### src/rtl/tcp_state_issue.sv
// Receive-pipe issue stage: issues a TCP state read per header, holds metadata in order until the
// read returns, then presents {flowid, meta, state} to the FSM. Optional TCP_ISSUE_FLOW_HAZARD_EN.
module tcp_state_issue #(
  parameter int FLOWID_W    = 8,
  parameter int TCP_STATE_W = 32,
  parameter int META_W      = 64,
  parameter int PEND_DEPTH  = 4
) (
  input  logic                   clk,
  input  logic                   rst,
  input  logic                   parser_issue_val,
  input  logic [FLOWID_W-1:0]    parser_issue_flowid,
  input  logic [META_W-1:0]      parser_issue_meta,
  output logic                   issue_parser_rdy,
  output logic                   issue_tcp_state_rd_req_val,
  output logic [FLOWID_W-1:0]    issue_tcp_state_rd_req_addr,
  input  logic                   tcp_state_issue_rd_req_rdy,
  input  logic                   tcp_state_issue_rd_resp_val,
  input  logic [TCP_STATE_W-1:0] tcp_state_issue_rd_resp_state,
  output logic                   issue_tcp_state_rd_resp_rdy,
  output logic                   issue_fsm_val,
  output logic [FLOWID_W-1:0]    issue_fsm_flowid,
  output logic [META_W-1:0]      issue_fsm_meta,
  output logic [TCP_STATE_W-1:0] issue_fsm_state,
  input  logic                   fsm_issue_rdy,
  output logic                   issue_err_unexp_resp
);

  localparam int PTR_W = $clog2(PEND_DEPTH);
  localparam int CNT_W = PTR_W + 1;

  if (PEND_DEPTH < 2 || (PEND_DEPTH & (PEND_DEPTH - 1)) != 0) begin : g_bad_depth
    $error("PEND_DEPTH must be a power of 2 and at least 2");
  end

  logic [FLOWID_W-1:0]    fifo_flowid [PEND_DEPTH];
  logic [META_W-1:0]      fifo_meta   [PEND_DEPTH];
  logic [PTR_W-1:0]       wr_ptr;
  logic [PTR_W-1:0]       rd_ptr;
  logic [CNT_W-1:0]       count;
  logic                   out_val;
  logic [FLOWID_W-1:0]    out_flowid;
  logic [META_W-1:0]      out_meta;
  logic [TCP_STATE_W-1:0] out_state;
  logic                   err_unexp;

  logic space;
  logic hazard;
  logic go;
  logic push;
  logic resp_rdy;
  logic resp_hs;
  logic pop;
  logic unexp;

  assign space = (count < CNT_W'(PEND_DEPTH));

`ifdef TCP_ISSUE_FLOW_HAZARD_EN
  // An entry is live when its distance from the read pointer is below the count.
  always_comb begin
    logic [PTR_W-1:0] offs;
    hazard = out_val && (out_flowid == parser_issue_flowid);
    offs   = '0;
    for (int i = 0; i < PEND_DEPTH; i++) begin
      offs = PTR_W'(i) - rd_ptr;
      if ((CNT_W'(offs) < count) && (fifo_flowid[i] == parser_issue_flowid))
        hazard = 1'b1;
    end
  end
`else
  assign hazard = 1'b0;
`endif

  // Combinational outputs are gated by reset so every output reads 0 while rst is low.
  assign go       = rst & parser_issue_val & space & ~hazard;
  assign push     = go & tcp_state_issue_rd_req_rdy;
  assign resp_rdy = rst & (~out_val | fsm_issue_rdy);
  assign resp_hs  = tcp_state_issue_rd_resp_val & resp_rdy;
  assign pop      = resp_hs & (count != '0);
  assign unexp    = resp_hs & (count == '0);

  assign issue_tcp_state_rd_req_val  = go;
  assign issue_tcp_state_rd_req_addr = rst ? parser_issue_flowid : '0;
  assign issue_parser_rdy            = rst & space & ~hazard & tcp_state_issue_rd_req_rdy;
  assign issue_tcp_state_rd_resp_rdy = resp_rdy;

  assign issue_fsm_val        = out_val;
  assign issue_fsm_flowid     = out_flowid;
  assign issue_fsm_meta       = out_meta;
  assign issue_fsm_state      = out_state;
  assign issue_err_unexp_resp = err_unexp;

  always_ff @(posedge clk) begin
    if (push) begin
      fifo_flowid[wr_ptr] <= parser_issue_flowid;
      fifo_meta[wr_ptr]   <= parser_issue_meta;
    end
  end

  always_ff @(posedge clk or negedge rst) begin
    if (!rst) begin
      wr_ptr    <= '0;
      rd_ptr    <= '0;
      count     <= '0;
      err_unexp <= 1'b0;
    end else begin
      if (push) wr_ptr <= wr_ptr + PTR_W'(1);
      if (pop)  rd_ptr <= rd_ptr + PTR_W'(1);
      if (push && !pop)      count <= count + CNT_W'(1);
      else if (pop && !push) count <= count - CNT_W'(1);
      if (unexp) err_unexp <= 1'b1;
    end
  end

  // Output register: loads on a matched response, clears on FSM handshake.
  always_ff @(posedge clk or negedge rst) begin
    if (!rst) begin
      out_val    <= 1'b0;
      out_flowid <= '0;
      out_meta   <= '0;
      out_state  <= '0;
    end else if (pop) begin
      out_val    <= 1'b1;
      out_flowid <= fifo_flowid[rd_ptr];
      out_meta   <= fifo_meta[rd_ptr];
      out_state  <= tcp_state_issue_rd_resp_state;
    end else if (fsm_issue_rdy) begin
      out_val    <= 1'b0;
    end
  end

endmodule

### config.mk
export PLATFORM = sky130hd
export DESIGN_NAME = tcp_state_issue
export DESIGN_NICKNAME = d
export VERILOG_FILES = /design/src/rtl/tcp_state_issue.sv
export SDC_FILE = /design/constraint.sdc
export NUM_CORES = 1
export LEC_CHECK = 0
export CORE_MARGIN = 2
export CORE_UTILIZATION = 40
export DETAILED_ROUTE_END_ITERATION = 10
export GPL_ROUTABILITY_DRIVEN = 0
export GPL_TIMING_DRIVEN = 1
export PLACE_DENSITY = 0.7
export RECOVER_POWER = 100
export SYNTH_ARGS = -nofsm -noshare
export SYNTH_HDL_FRONTEND = slang
export SYNTH_SLANG_ARGS = --single-unit
export TNS_END_PERCENT = 10
### constraint.sdc
create_clock -name clk -period 5.84 [get_ports clk]
set_clock_uncertainty 0.05 [all_clocks]
set_input_delay 1.168 -clock clk [delete_from_list [all_inputs] [get_ports clk]]
set_output_delay 1.168 -clock clk [all_outputs]
set_load 0.02 [all_outputs]
==> results_dict.tcl, run 1 <==
set metrics [dict create \
    synth_warnings 0 \
    crit_required_ns 5.93 \
    critPathKind "input pin to register" \
    synth.most_common_cell "edfxtp_1" \
    synthFlopType "edfxtp_1" \
    ios 227 \
    final_layout_size_suffix_gt1_frac 0.2450 \
    syn_area_per_cell_um2 23.05 \
    powerDensity_nw_per_um2 476.2 \
    drc 0 \
    period_needed_ns 4.487 \
    drv_cap 7 \
    min_path_cells 1 \
    cp-start-kind "input pin" \
    whs_ns 0.4200 \
    end_kind "register" \
    synth_edf_count 288 \
    syn_inst 648 \
    synth_cell_types 28 \
    cts_buffers 43 \
    ctsLongestPathBuffers 3 \
    critPathSlowestCell "clkbuf_1" \
    hold_buffers 0 \
    routed_wl_um 29260 \
    crit_arrival_ns 4.57 \
    synth_nets 764 \
    area_delta_synth_final_pct 26.83 \
    gr-total-overflow 0 \
    multi_input_area_um2 3129 \
    wl_per_cell_um 20.69 \
    cts-root-buf "clkbuf_16" \
    grt_pass1_vias 7522 \
    nFillCells 2928 \
    grt_pass1_wl_um 44410 \
    crit_fanout 59 \
    worst_pin_slew_ns 2.067 \
    holdCritPathClass "register to register" \
    relSlewSlack -0.3781 \
    syn-cell-area_um2 14940 \
    async_flop_share 0.2818 \
    status "finished, violations left" \
    via_count 7073 \
    r2r-start "rd_ptr[0]" \
    synth_top_cells_by_count "288 x edfxtp_1, 113 x dfrtp_1, 79 x mux2_2" \
    start_util 0.4071 \
    synthTopCellsByArea "edfxtp_1 58%, dfrtp_1 19%, mux4_2 11%, mux2_2 6.0%, mux2_4 2.7%" \
    failed_checks "capacitance limit, slew limit" \
    synth_seq_area_share 0.7682 \
    detailedRoute.firstIterationViolations 388 \
    cts_tree "built" \
    postCtsResizedCells 0 \
    yosysTopAreaCell "edfxtp_1" \
    die_area_um2 38910 \
    die_y_um 197.3 \
    hold_violations 0 \
    dp_worst_setup_slack_ns 1.752 \
    maxSlewViolCount 238 \
    fp-row-count 70 \
    leakage_uw 0.006674 \
    ys_ff_latch 401 \
    h-tree-depth 2 \
    drtPass1Iterations 4 \
    postCtsSetupBuffers 0 \
    setup_viol 0 \
    die_w_um 197.3 \
    seq_area_um2 11480 \
    reg2reg_to "issue_fsm_meta[60]" \
    setup-tns-final_ns 0 \
    crit_path_end "fifo_meta[1][50]" \
    rsz0062_at_grt "no" \
    vias_per_cell 5.002 \
    cts_sinks 401 \
    io_buffers 226 \
    clk_pin_slew_ns 0.06 \
    clk_latency_ns 0.57 \
    synth_top_area_frac 0.5789 \
    antenna_found_initial 4 \
    grt_max_degree 62 \
    finalCritPeriodShare 0.7683 \
    max_freq_ghz 0.2229 \
    startpoint "rst" \
    hpwlAfterDp_um 17160 \
    crit_chain "buf_6 > nand2_1 > nor3b_1 > and2_4 > clkbuf_1" \
    setup_slack_ns 1.353 \
    core_um2 36700 \
    postRouteAntennaNets 0 \
    grt_use_total 0.1526 \
    rr_worst_depth 3 \
    r2r_slack_ns 1.90 \
    critPathMaxStageDelay_ns 1.29 \
    nets 1024 \
    vdd_drop_max_mv 0.2585 \
]
## layout make-up
cell class                 instances  share of cell area
antenna                            3           0.0003962
multi-input combinational        216              0.1652
clock buffer                      61             0.06413
tap                              468             0.03091
timing repair buffer             243              0.1242
clock inverter                    19            0.008717
sequential                       401              0.6059
inverter                           3           0.0005944
## worst max-delay path: cells and delay by family
family        cells  cell delay (ns)
simple gates      3             1.61
buf+inv           2             1.74
## worst min-delay path by stage
stage / start / to
2_1_floorplan: count[0] / count[0]
3_3_place_gp: issue_err_unexp_resp / issue_err_unexp_resp
3_5_place_dp: issue_err_unexp_resp / issue_err_unexp_resp
4_1_cts: issue_err_unexp_resp / issue_err_unexp_resp
5_1_grt: issue_err_unexp_resp / issue_err_unexp_resp
6_report: issue_err_unexp_resp / issue_err_unexp_resp
## through the flow
| step | utilization | cells | power [uW] | area, um^2 |
|---|---|---|---|---|
| final | 0.5163 | 1414 | 9023 | 18950 |
| after CTS | 0.5204 | 1411 | 9420 | 19100 |
| after floorplan | - | 648 | 5579 | 14940 |
| after detailed placement | 0.4828 | 1331 | 6767 | 17720 |
| after global placement | 0.4828 | 1331 | 6725 | 17720 |
| after global routing | 0.5161 | 1412 | 9474 | 18940 |
## cell families after synthesis
kind of cell	share of synthesized area
compound gates	0.001089
xor+xnor	0.003518
fa+ha+maj	0.005528
buf+inv	0.01516
flops	0.7682
mux	0.1952
simple gates	0.01122
## state kept, by name, indices dropped and copies added, names as in the netlist
signal / cells
fifo_meta: 256
issue_fsm_meta: 64
fifo_flowid: 32
issue_fsm_state: 32
issue_fsm_flowid: 8
count: 3
rd_ptr: 2
wr_ptr: 2
issue_err_unexp_resp: 1
issue_fsm_val: 1
## where the power goes
group / switching [uW] / internal, uW
clock: 1080 / 1540
sequential: 306 / 3540
combinational: 1210 / 1350
total: 2590 / 6430
## routing by layer
metal | wire length [um] | vias to the layer above | track usage | part of all wire
met1 | 12400 | 3640 | 0.2011 | 0.42
met3 | 2166 | 51 | 0.04029 | 0.074
li1 | - | 3146 | - | -
met5 | 27 | - | 0 | 0.00092
met4 | 632 | 4 | 0.05180 | 0.022
met2 | 14030 | 232 | 0.2474 | 0.48
## cells in the final DEF (no fill, tap or decap), drive strengths merged
| cell type | instances |
|---|---|
| fa | 1 |
| xor2 | 2 |
| nand2b | 1 |
| dfrtp | 113 |
| or3 | 1 |
| bufinv | 2 |
| o31a | 1 |
| inv | 4 |
| clkinvlp | 1 |
| buf | 7 |
| ha | 5 |
| mux2 | 106 |
| o21bai | 1 |
| clkdlybuf4s50 | 35 |
| nand2 | 2 |
| diode | 3 |
| nand4 | 2 |
| dlygate4sd3 | 190 |
| and2 | 13 |
| mux4 | 72 |
| nor3b | 1 |
| clkinv | 15 |
| and3b | 1 |
| xnor2 | 4 |
| edfxtp | 288 |
| nor2 | 2 |
| nand3 | 1 |
| clkbuf | 72 |
Note: power is estimated with default switching activity, not from simulation.
==> run 2, diff against run 1 <==
==> constraint.sdc (replaced) <==
create_clock -name clk -period 4.7 [get_ports clk]
set_clock_uncertainty 0.05 [all_clocks]
set_input_delay 0.94 -clock clk [delete_from_list [all_inputs] [get_ports clk]]
set_output_delay 0.94 -clock clk [all_outputs]
set_load 0.02 [all_outputs]
==> run 2 against run 1 <==
  * The run still ends with capacitance limit, slew limit left
  * Non-clock buffer count down 1
  * Design area down 0.17%
  * Sequential share of layout area up 0.11 points
  * Worst hold slack worse by 0.10 ns
  * Die area unchanged
  * First-iteration DRC count up 8.8%
  * Final cell count about the same
  * Combinational power up 21%
==> results_dict.tcl, run 2 (synthesis gave the netlist of run 1 again) <==
set metrics [dict create \
    status "finished, violations left" \
    failed_checks "capacitance limit, slew limit" \
    via_count 7086 \
    detailedRoute.firstIterationViolations 422 \
    area_delta_synth_final_pct 26.62 \
    final_layout_size_suffix_gt1_frac 0.2402 \
    postCtsSetupBuffers 0 \
    drv_cap 2 \
    cts_tree "built" \
    routed_wl_um 29590 \
    cts-root-buf "clkbuf_16" \
    hold_violations 0 \
    hold_buffers 0 \
    start_util 0.4071 \
    h-tree-depth 2 \
    rsz0062_at_grt "no" \
    cts_buffers 43 \
    drc 0 \
    path_buf_inv 2 \
    leakage_uw 0.006659 \
    clk_pin_slew_ns 0.06 \
    ios 227 \
    max_freq_ghz 0.2783 \
    die_y_um 197.3 \
    crit_arrival_ns 3.70 \
    r2r-start "rd_ptr[0]" \
    end_kind "register" \
    powerDensity_nw_per_um2 592.0 \
    grt_use_total 0.1536 \
    wl_per_cell_um 20.94 \
    critPathMaxStageDelay_ns 0.89 \
    finalPower_uw 11200 \
    worst_pin_slew_ns 1.728 \
    grt_pass1_vias 7515 \
    nFillCells 2969 \
    crit_family "simple AND/OR/NAND/NOR gates" \
    reg2reg_to "issue_fsm_flowid[4]" \
    hpwlAfterDp_um 16890 \
    cts_sinks 401 \
    relSlewSlack -0.1518 \
    nets 1023 \
    crit_required_ns 4.80 \
    clk_latency_ns 0.55 \
    crit_fanout 52 \
    postRouteAntennaNets 0 \
    critPathKind "input pin to register" \
    rr_worst_depth 3 \
    startpoint "rst" \
    setup_viol 0 \
    grt_max_degree 107 \
    vdd_drop_max_mv 0.3293 \
    finalCritPeriodShare 0.7646 \
    crit_chain "buf_6 > nand2_1 > nor3b_1 > and2_0 > clkbuf_2" \
    drtPass1Iterations 4 \
    cp-start-kind "input pin" \
    setup_slack_ns 1.107 \
    antenna_found_initial 6 \
    regMostFlops "fifo_meta" \
    postCtsResizedCells 0 \
    grt_pass1_wl_um 44750 \
    core_um2 36700 \
    die_area_um2 38910 \
    layout_common_cells "288 x edfxtp_1, 190 x dlygate4sd3_1, 111 x dfrtp_1" \
    period_needed_ns 3.593 \
    setup-tns-final_ns 0 \
    largest_reg_flops 256 \
    holdCritPathClass "input pin to async pin" \
    r2r_slack_ns 1.64 \
    die_w_um 197.3 \
    maxSlewViolCount 153 \
    critPathSlowestCell "clkbuf_2" \
    dp_worst_setup_slack_ns 1.279 \
    ctsLongestPathBuffers 3 \
    vias_per_cell 5.015 \
    gr-total-overflow 0 \
    mostFrequentLayoutCell "edfxtp_1" \
    whs_ns 0.3160 \
    io_buffers 226 \
    fp-row-count 70 \
]
-- run 2: cell types whose count changed in the layout (fill, tap and decap cells not counted), moves of 3 or more --
cell / before / now
buf_4: 6 / 3
clkbuf_2: 2 / 6
clkbuf_8: 5 / 2
clkinv_1: 4 / 7
-- run 2: layout make-up --
| cell class | count | area [um^2] | area share |
|---|---|---|---|
| inverters | 3 | 11.26 | 0.0005954 |
| clock buffers | 62 | 1231 | 0.06509 |
| multi-input cells | 216 | 3119 | 0.1649 |
| clock inverters | 17 | 126.4 | 0.006681 |
| flip-flops and latches | 401 | 11480 | 0.6070 |
| well taps | 468 | 585.6 | 0.03096 |
| diodes | 4 | 10.01 | 0.0005292 |
| repair buffers | 242 | 2350 | 0.1242 |
-- run 2: metal layers --
| layer | track usage | vias up | wire [um] |
|---|---|---|---|
| met1 | 0.2058 | 3658 | 13040 |
| met5 | 0 | - | 38 |
| met2 | 0.2460 | 210 | 14030 |
| li1 | - | 3156 | - |
| met4 | 0.05347 | 6 | 670 |
| met3 | 0.03842 | 56 | 1819 |
-- run 2: per-stage QoR --
step	utilization	std cells	cell area (um^2)
floorplan	-	648	14940
global placement	0.4833	1330	17730
detailed placement	0.4833	1330	17730
CTS	0.5203	1409	19090
global route	0.5152	1410	18910
finish	0.5154	1413	18910
-- run 2: how the worst max path moves through the flow --
stage                                              to  slack, ns  cells past startpoint
after global routing                 fifo_meta[3][30]       0.72                      5
after detailed placement  issue_tcp_state_rd_resp_rdy       1.28                      4
after CTS                 issue_tcp_state_rd_resp_rdy       1.28                      4
final                                fifo_meta[3][49]       1.11                      5
after global placement    issue_tcp_state_rd_resp_rdy       1.28                      4
after floorplan                     fifo_flowid[0][0]       1.12                      3
-- run 2: power by group --
part | switching, uW | leakage (uW) | total [uW] | internal [uW]
combinational | 1410 | 0.00207 | 3080 | 1670
sequential | 484 | 0.00392 | 4880 | 4400
clock | 1310 | 0.000668 | 3230 | 1930
total | 3210 | 0.00666 | 11200 | 7990
==> run 3, diff against run 2 <==
==> constraint.sdc (replaced) <==
create_clock -name clk -period 3.5 [get_ports clk]
set_clock_uncertainty 0.05 [all_clocks]
set_input_delay 0.7 -clock clk [delete_from_list [all_inputs] [get_ports clk]]
set_output_delay 0.7 -clock clk [all_outputs]
set_load 0.02 [all_outputs]
==> run 3 against run 2 <==
  * The flow still finishes with violations (capacitance limit, slew limit)
  * Utilization hardly changed
  * Largest power group unchanged
  * Total power is 33% higher
  * Worst setup slack worse by 0.65 ns
  * Non-clock buffer count stayed put
  * Clock power is 30% higher
  * Global-route usage is 0.079 points lower
  * Combinational power is 37% higher
  * Design area hardly changed
  * Via count hardly changed
  * Register-to-register slack worse by 1.0 ns
==> results_dict.tcl, run 3 (synthesis gave the netlist of run 1 again) <==
set metrics [dict create \
    finalCritPeriodShare 0.8701 \
    detailedRoute.firstIterationViolations 401 \
    final_layout_size_suffix_gt1_frac 0.2351 \
    core_um2 36700 \
    drc 0 \
    crit_required_ns 2.75 \
    period_needed_ns 3.045 \
    cp-start-kind "input pin" \
    setup_slack_ns 0.4545 \
    grt_pass1_vias 7588 \
    dp_worst_setup_slack_ns 0.5555 \
    drt-met1-wl_um 12320 \
    grt_use_total 0.1528 \
    nets 1022 \
    gr-total-overflow 0 \
    vdd_drop_max_mv 0.4478 \
    wl_met2_um 14000 \
    die_w_um 197.3 \
    die_y_um 197.3 \
    max_freq_ghz 0.3284 \
    met3RoutedLength_um 2034 \
    cts_buffers 42 \
    ios 227 \
    via_count 7087 \
    hold_buffers 0 \
    status "finished, violations left" \
    io_buffers 226 \
    end_kind "output pin" \
    whs_ns 0.03236 \
    setup_viol 0 \
    crit_fanout 5 \
    clk_pin_slew_ns 0.05 \
    hold_violations 0 \
    hpwlAfterDp_um 16550 \
    mostFrequentLayoutCell "edfxtp_1" \
    postRouteAntennaNets 0 \
    multi_input_area_um2 3117 \
    largest_reg_flops 256 \
    seq_area_um2 11480 \
    worst_pin_slew_ns 1.912 \
    h-tree-depth 2 \
    start_util 0.4071 \
    route.top_layer_used "met5" \
    die_area_um2 38910 \
    holdCritPathClass "input pin to async pin" \
    clk_latency_ns 0.55 \
    regMostFlops "fifo_meta" \
    crit_arrival_ns 2.30 \
    fin_util 0.5157 \
    cts_tree "built" \
    drv_cap 2 \
    finalPower_uw 14910 \
    nFillCells 2947 \
    fp-row-count 70 \
    postCtsResizedCells 0 \
    grt_max_degree 107 \
    leakage_uw 0.006645 \
    drtPass1Iterations 7 \
    relSlewSlack -0.2744 \
    cts-root-buf "clkbuf_16" \
    grt_pass1_wl_um 44570 \
    layout_common_cells "288 x edfxtp_1, 190 x dlygate4sd3_1, 112 x dfrtp_1" \
    antenna_found_initial 6 \
    failed_checks "capacitance limit, slew limit" \
    rsz0062_at_grt "no" \
    setup-tns-final_ns 0 \
    maxSlewViolCount 52 \
    routed_wl_um 28900 \
    cts_sinks 401 \
    postCtsSetupBuffers 0 \
    vias_per_cell 5.019 \
    ctsLongestPathBuffers 3 \
    area_delta_synth_final_pct 26.69 \
    wl_per_cell_um 20.46 \
    critPathKind "input pin to output pin" \
    powerDensity_nw_per_um2 788.1 \
]
-- run 3: cell types whose count changed in the layout (fill, tap and decap cells not counted), moves of 2 or more --
cell       before  now
bufinv_16       2    0
clkinv_2        8    4
clkbuf_8        2    4
clkbuf_2        6    4
buf_4           3    0
clkbuf_1       19   23
buf_12          0    4
-- run 3: final cells by class --
class | count | share of cell area
Clock buffer | 67 | 0.06711
Inverter | 3 | 0.0005950
Timing Repair Buffer | 242 | 0.1269
Sequential cell | 401 | 0.6066
Tap cell | 468 | 0.03094
Multi-Input combinational cell | 216 | 0.1647
Clock inverter | 11 | 0.002645
Antenna cell | 4 | 0.0005289
-- run 3: path summary, 6_finish.rpt --
| path | start | endpoint | slack, ns | cells past startpoint |
|---|---|---|---|---|
| hold / removal | rst | issue_fsm_state[17] | 0.03 | 1 |
| setup reg to reg | rd_ptr[0] | issue_fsm_flowid[6] | 0.63 | 3 |
| hold reg to reg | issue_fsm_state[18] | issue_fsm_state[18] | 0.43 | 1 |
| setup / recovery | fsm_issue_rdy | issue_tcp_state_rd_resp_rdy | 0.45 | 4 |
| min in group clk | issue_fsm_state[18] | issue_fsm_state[18] | 0.43 | 1 |
| max in group asynchronous | rst | rd_ptr[1] | 0.97 | 2 |
-- run 3: metal layers --
| layer | global-route usage | vias to the layer above |
|---|---|---|
| li1 | - | 3132 |
| met1 | 0.1996 | 3689 |
| met2 | 0.2522 | 223 |
| met3 | 0.03995 | 39 |
| met4 | 0.04651 | 4 |
| met5 | 0 | - |
-- run 3: where the power goes --
part | leakage, uW | switching, uW | internal [uW]
Sequential | 0.00392 | 567 | 5910
Combinational | 0.00208 | 1960 | 2260
Clock | 0.000641 | 1720 | 2480
Total | 0.00665 | 4250 | 10700
-- run 3: critical path, cell delays in order --
cell and delay, ns:
dlygate4sd3_1 0.56, nand2b_1 0.22, and2_1 0.18, dlygate4sd3_1 0.64
-- run 3: stage by stage --
step | cell area [um^2] | instances
2_1_floorplan | 14940 | 648
3_3_place_gp | 17830 | 1330
3_5_place_dp | 17830 | 1330
4_1_cts | 19150 | 1408
5_1_grt | 18910 | 1408
6_report | 18920 | 1412
